`src/rtl/disp_scan_ctrl.sv`:
```
// Time-multiplexed 8-digit 7-segment scan controller with blanking dead-time between digits.
// Optional blink support is compiled in when the macro SCAN_BLINK_EN is defined.
module disp_scan_ctrl #(
    parameter int SCAN_DIV  = 12500,
    parameter int BLANK_CYC = 16,
    parameter int BLINK_DIV = 25000000
) (
    input  logic        clk,
    input  logic        rst_n,
    input  logic        enable,
    input  logic [10:0] num,
    input  logic [7:0]  blink_mask,
    output logic [2:0]  light,
    output logic [7:0]  an,
    output logic [7:0]  seg,
    output logic        frame_start
);

    localparam int CNT_W = $clog2(SCAN_DIV);
    localparam logic [CNT_W-1:0] BLANK_LAST = CNT_W'(BLANK_CYC - 1);
    localparam logic [CNT_W-1:0] DRIVE_LAST = CNT_W'(SCAN_DIV - BLANK_CYC - 1);

    typedef enum logic [1:0] {IDLE, BLANK, DRIVE} state_t;

    state_t           state, state_nxt;
    logic [CNT_W-1:0] cnt, cnt_nxt;
    logic [2:0]       light_nxt;
    logic [7:0]       an_nxt, seg_nxt;
    logic             frame_start_nxt;
    logic             blank_digit;

    function automatic logic [7:0] decode(input logic [10:0] code);
        case (code)
            11'd0:   decode = 8'hC0;
            11'd1:   decode = 8'hF9;
            11'd2:   decode = 8'hA4;
            11'd3:   decode = 8'hB0;
            11'd4:   decode = 8'h99;
            11'd5:   decode = 8'h92;
            11'd6:   decode = 8'h82;
            11'd7:   decode = 8'hF8;
            11'd8:   decode = 8'h80;
            11'd9:   decode = 8'h90;
            11'd11:  decode = 8'hBF;
            default: decode = 8'hFF;
        endcase
    endfunction

`ifdef SCAN_BLINK_EN
    localparam int BLINK_W = $clog2(BLINK_DIV + 1);
    localparam logic [BLINK_W-1:0] BLINK_LAST = BLINK_W'(BLINK_DIV - 1);

    logic [BLINK_W-1:0] blink_cnt;
    logic               blink_phase;

    // Blink timebase is free-running so blinking digits stay in step across enable toggles
    always_ff @(posedge clk) begin
        if (!rst_n) begin
            blink_cnt   <= '0;
            blink_phase <= 1'b0;
        end else if (blink_cnt == BLINK_LAST) begin
            blink_cnt   <= '0;
            blink_phase <= ~blink_phase;
        end else begin
            blink_cnt <= blink_cnt + 1'b1;
        end
    end

    assign blank_digit = blink_phase & blink_mask[light];
`else
    logic unused_blink;
    assign unused_blink = ^blink_mask;
    assign blank_digit  = 1'b0;
`endif

    always_comb begin
        state_nxt       = state;
        cnt_nxt         = cnt;
        light_nxt       = light;
        an_nxt          = an;
        seg_nxt         = seg;
        frame_start_nxt = 1'b0;
        if (!enable) begin
            state_nxt = IDLE;
            cnt_nxt   = '0;
            light_nxt = 3'd0;
            an_nxt    = 8'hFF;
            seg_nxt   = 8'hFF;
        end else begin
            case (state)
                IDLE: begin
                    state_nxt = BLANK;
                    cnt_nxt   = '0;
                    light_nxt = 3'd0;
                    an_nxt    = 8'hFF;
                    seg_nxt   = 8'hFF;
                end
                // num has had the whole blank period to settle from light before it is latched
                BLANK: begin
                    if (cnt == BLANK_LAST) begin
                        seg_nxt   = blank_digit ? 8'hFF : decode(num);
                        an_nxt    = ~(8'd1 << light);
                        state_nxt = DRIVE;
                        cnt_nxt   = '0;
                    end else begin
                        cnt_nxt = cnt + 1'b1;
                    end
                end
                DRIVE: begin
                    if (cnt == DRIVE_LAST) begin
                        an_nxt          = 8'hFF;
                        seg_nxt         = 8'hFF;
                        light_nxt       = light + 3'd1;
                        frame_start_nxt = (light == 3'd7);
                        state_nxt       = BLANK;
                        cnt_nxt         = '0;
                    end else begin
                        cnt_nxt = cnt + 1'b1;
                    end
                end
                default: begin
                    state_nxt = IDLE;
                    cnt_nxt   = '0;
                    light_nxt = 3'd0;
                    an_nxt    = 8'hFF;
                    seg_nxt   = 8'hFF;
                end
            endcase
        end
    end

    always_ff @(posedge clk) begin
        if (!rst_n) begin
            state       <= IDLE;
            cnt         <= '0;
            light       <= 3'd0;
            an          <= 8'hFF;
            seg         <= 8'hFF;
            frame_start <= 1'b0;
        end else begin
            state       <= state_nxt;
            cnt         <= cnt_nxt;
            light       <= light_nxt;
            an          <= an_nxt;
            seg         <= seg_nxt;
            frame_start <= frame_start_nxt;
        end
    end

endmodule

```
`config.mk`:
```
export PLATFORM = sky130hd
export DESIGN_NAME = disp_scan_ctrl
export DESIGN_NICKNAME = d
export VERILOG_FILES = /design/src/rtl/disp_scan_ctrl.sv
export SDC_FILE = /design/constraint.sdc
export NUM_CORES = 1
export LEC_CHECK = 0
export ABC_AREA = 1
export BUFFER_PORTS_ARGS = -buffer_cell sky130_fd_sc_hd__clkbuf_2
export CAP_MARGIN = 20
export CORE_MARGIN = 5
export CORE_UTILIZATION = 56
export CTS_BUF_LIST = sky130_fd_sc_hd__clkbuf_8
export CTS_CLUSTER_DIAMETER = 60
export DETAILED_ROUTE_END_ITERATION = 16
export GPL_TIMING_DRIVEN = 1
export HOLD_SLACK_MARGIN = 0.03
export PLACE_DENSITY = 0.85
export SYNTH_ARGS = -nofsm -noshare
export SYNTH_HDL_FRONTEND = slang
export SYNTH_SLANG_ARGS = --single-unit
```
`constraint.sdc`:
```
create_clock -name clk -period 1.6 [get_ports clk]
set_input_delay 0.16 -clock clk [delete_from_list [all_inputs] [get_ports clk]]
set_output_delay 0.16 -clock clk [all_outputs]
set_load 0.005 [all_outputs]
```
After elaboration in Yosys (flattened, before gate mapping):

Memories as Yosys holds them, arrays and structs flattened.
Index checks and enable logic that the tools add are counted.

* add/sub/neg operators: 2
* bitwise operators: 2
* divide/modulo/power cells: 0
* equal/unequal tests: 7
* magnitude comparators: 0
* multiplexer cells: 14
* shift operators: 1
* $mul: 0
* reduce and logical (&&, ||, !) cells: 6

Operators by type and width (number)
* two-way mux 8 bit: 4
* case mux 8 bit (2 select lines): 2
* two-way mux 14 bit: 2
* case mux 14 bit (2 select lines): 1
* adder 14 x 1 -> 14 bit (second input constant): 1
* equality test 14 bit (second input constant): 1
* equality test 14 x 4 -> 1 bit (second input constant): 1
* NOT 8 bit: 1
* left shift 1 x 3 -> 8 bit (first input constant): 1
* zero test 7 bit: 1
* case mux 2 bit (3 select lines): 1
* case mux 3 bit (2 select lines): 1
* AND reduction 2 bit: 3
* two-way mux 2 bit: 2
* != test 2 bit (second input constant): 2
* AND reduction 4 bit: 1
* adder 3 x 1 -> 3 bit (second input constant): 1
* equality test 3 bit (second input constant): 1
* two-way mux 3 bit: 1
* equality test 2 x 1 -> 1 bit (second input constant): 1
* equality test 2 bit (second input constant): 1
* zero test 2 bit: 1
* NOT 1 bit: 1

* register bits: 36
* input port bits: 22
* word-level logic and storage cells: 39
* memory bits (read-only): 112
* memories: 1
* bits in writable memories: 0
* output and inout bits: 20
* latch bits: 0

Memory list
* (no name shown): words 16, width 7, rd ports 1, clocked after memory_dff 0, wr ports 0, line 33 `case (code)`

Logic depth before layout (Yosys ltp):

* depth in word-level cells: 4
* depth in mapped cells: 10
* mapped depth without buffers: 9

Worst setup path before layout:

No wires, ideal clock.

* kind: flip-flop to flip-flop
* start: register state[1]
* end: register seg[1]
* slack: 0.127 ns
* setup time: 0.130 ns
* buffers on the path: 1
* period minus slack after synthesis: 1.473 ns
* cell stages (with the launch flop): 11
* arrival: 1.343 ns
* required time: 1.470 ns
* cell sequence: dfxtp_1 -> inv_1 -> ha_1 -> buf_2 -> inv_2 -> nor2_1 -> nand2_1 -> nor2_2 -> nand3_1 -> nand3_1 -> nand3_1

* word-level cells in the longest chain between the ends: 3
* elaborated cells between the ends (all ways): 6
* classes of those cells: eq/ne: 4; mux: 1; reduce/logical: 1

Ends and longest elaborated chain
* start: declaration: line 25 `state_t state, state_nxt;`
* start signal: assignment: line 141 `state <= state_nxt;`
* equality test 2 x 1 -> 1 bit or equality test 2 bit (tied branches): line 90 `case (state)`
* != test 2 bit (no source line)
* AND reduction 2 bit (no source line)
* end signal: assignment: line 145 `seg <= seg_nxt;`
* end: declaration: line 15 `output logic [7:0] seg,`

Several ways; a longest one is shown, not always the timed one.
A chain may end at the register's enable or synchronous reset.

Final worst setup path:

* start: register cnt[0]
* end: register state[0]

* word-level cells in the longest chain between the ends: 3
* elaborated cells between the ends (all ways): 5
* classes of those cells: eq/ne: 4; reduce/logical: 1

Ends and longest elaborated chain
* start: declaration: line 26 `logic [CNT_W-1:0] cnt, cnt_nxt;`
* start signal: assignment: line 142 `cnt <= cnt_nxt;`
* equality test 14 x 4 -> 1 bit or equality test 14 bit (tied branches): line 100, 110
* != test 2 bit (no source line)
* AND reduction 2 bit (no source line) (*)

Every way passes the cells marked *; elsewhere a longest branch is shown, timed or not.

==> run metrics <==
status=completed; largest net degree at the start of global routing=18; Via density=5.23; Clock transition at path regs=0.06 ns; TritonRoute pass-1 iters=4; Total Nets Final=354; final std cells w/o fill=359; initial drt markers=131; final WL=4120 um; Core Area=3420 um^2; CTS tree=built; vias in the first global route=1716; Pwr per Cell Area=774 nW/um^2; n_diodes=0; chip width=70.1 um; # DRC=0; CP Launch Type=flop; Tcrit/Tclk final=0.933; Worst VDD drop=0.000419 V; CTS max path bufs=2; Core Util, Final=0.683; hold path cells=5; Yosys warnings=0; GRT Overall Usage=0.181; Area growth, synth to finish=15.6%; skew final=0.00174 ns; Worst EP required=1.78 ns; first-pass GRT wire length=7330 um; reg-to-reg startpoint=cnt[0]; die height=70.1 um; Hold Path Origin=num[3]; Netlist Area Pre-Place=2020 um^2; Clock Sinks=35; share of layout cells above drive strength 1=0.195; worst slew pin tran=0.516 ns; Endpoint, Worst Hold=seg[4]; Gate Count Post-Synth=278; Antenna Nets Post-Route=0; Net Count, Synth=318; std cell rows=21; Initial Utilization=0.591; die area=4910 um^2; post-synth cell types=26; Final setup viols=0; #FFs+latches synth=35; reg2reg path depth=9; detailed-route wire length per cell=11.5 um; setup TNS=0 ns; IO buf count=32; Ports=42; total CTS buffers=5; Reg-to-Reg End=state[0]; gpl congestion=0.858; dpl cells=353; global route overflow=0; Max-Cap Viols=0; crit path time final=1.49 ns; post-synthesis sequential area ratio=0.347; H-tree depth=2; R2R Setup Slk=0.11 ns; Slew Viols, Final=0; HP Class=in -> reg; Clock Latency Late Sink=0.29 ns; post-synthesis area per instance=7.26 um^2; crit path capture type=flop; Critical Path Fanout Max=11; Peak Freq=670 MHz; CTS root buf=clkbuf_8; Setup CP Type=reg -> reg; Lkg Pwr=1.04 nW; initial antenna violation count=0; detailed placement HPWL=2970 um; Hold Buf Count CTS=0; vias=1877; Rel. slew slack=0.652; CP arrival=1.68 ns; final hold vios=0
## sequential cells by signal, summed over array words and instances, names as in the netlist
name,flops
light,3
frame_start,1
an,8
seg,7
cnt,14
state,2
## through the flow
stage	area, um^2	power [W]	worst slack [ns]	hold WS, ns
detailed placement	2210	0.00123	0.0749	0.440
global placement	2210	0.00122	0.108	0.429
floorplan	2020	0.00116	0.127	0.412
global route	2330	0.00191	-0.0202	0.369
finish	2330	0.00181	0.106	0.278
CTS	2280	0.00180	0.0174	0.271
## final cells by class
type / instances / area (um^2)
well taps: 46 / 57.6
fillers: 303 / 1080
multi-input cells: 207 / 1180
clock buffers: 5 / 68.8
inverters: 25 / 93.8
clock inverters: 1 / 3.75
flip-flops and latches: 35 / 701
repair buffers: 40 / 231
## repair_timing
action | CTS | global route
endpoints found under the setup margin | 0 | 32
resized for setup | 0 | 9
endpoints found under the hold margin | 0 | 0
buffers inserted | 0 | 0
## worst max path at each step
stage | slack (ns) | depth (start not counted) | start | to
final | 0.11 | 9 | cnt[0] | state[0]
after CTS | 0.02 | 8 | cnt[0] | cnt[7]
after global placement | 0.11 | 8 | cnt[0] | cnt[9]
after global routing | -0.02 | 9 | cnt[0] | state[0]
after detailed placement | 0.07 | 8 | cnt[0] | cnt[7]
after floorplan | 0.13 | 10 | state[1] | seg[1]
## layer usage
layer	vias up	track usage	part of all wire
met5	-	0	0
met4	0	0.0830	0.023
met3	11	0.0473	0.051
met2	45	0.317	0.51
met1	851	0.205	0.42
li1	970	-	-
## where the power goes
part	total, W	switching [W]	internal [W]
logic	0.000316	0.000187	0.000130
clock network	0.000573	0.000290	0.000283
registers	0.000917	0.0000187	0.000898
total	0.00181	0.000495	0.00131
## cells in the mapped netlist (all sizes together)
library cell  count  area (um^2)
nand3            61          305
nand2            58          248
nor2             41          171
dfxtp            35          701
inv              24         90.1
ha               18          225
buf               8         76.3
o21ai             5         25.0
xor2              5         43.8
a21oi             4         20.0
nand4             4         25.0
clkbuf            3         11.3
o211ai            3         22.5
nor3              2         10.0
xnor2             2         17.5
clkinv            1         3.75
conb              1         3.75
nor4              1         6.26
o21bai            1         7.51
or2               1         6.26
## critical path: stages, from the launching register on
cell and delay (ns):
dfxtp_1 0.40, ha_4 0.18, nand3_1 0.13, nor2_1 0.14, nand2_1 0.10, nand2_4 0.11, buf_6 0.15, nand3_1 0.08
nand2_1 0.06, nor2_1 0.04
## cell families (layout without fill, tap and decap cells)
logic type               count (synthesis)  after routing  share of synthesized area
XOR/XNOR                                 7              7                     0.0304
flip-flops                              35             35                      0.347
other                                    1              1                    0.00186
adder cells (fa/ha/maj)                 18             18                      0.112
buffers and inverters                   36             71                     0.0898
AO/OA/AOI/OAI                           13             13                     0.0372
AND/OR/NAND/NOR                        168            168                      0.382
## cell usage in the layout (no fill, tap or decap)
cell type,count
ha_1,17
dfxtp_1,35
o21ai_0,5
buf_4,5
o211ai_1,3
nor4_1,1
nand2_2,2
nand3_1,61
inv_2,1
clkbuf_8,5
nand4_1,4
ha_4,1
xor2_1,5
nor2_2,6
or2_2,1
conb_1,1
nand2_8,2
nor2_4,1
buf_6,3
inv_1,24
nor2_1,34
clkinv_1,1
xnor2_1,2
nand2_1,52
nand2_4,2
clkbuf_2,32
o21bai_1,1
a21oi_1,4
nor3_1,2
Note: power is estimated with default switching activity, not from simulation.
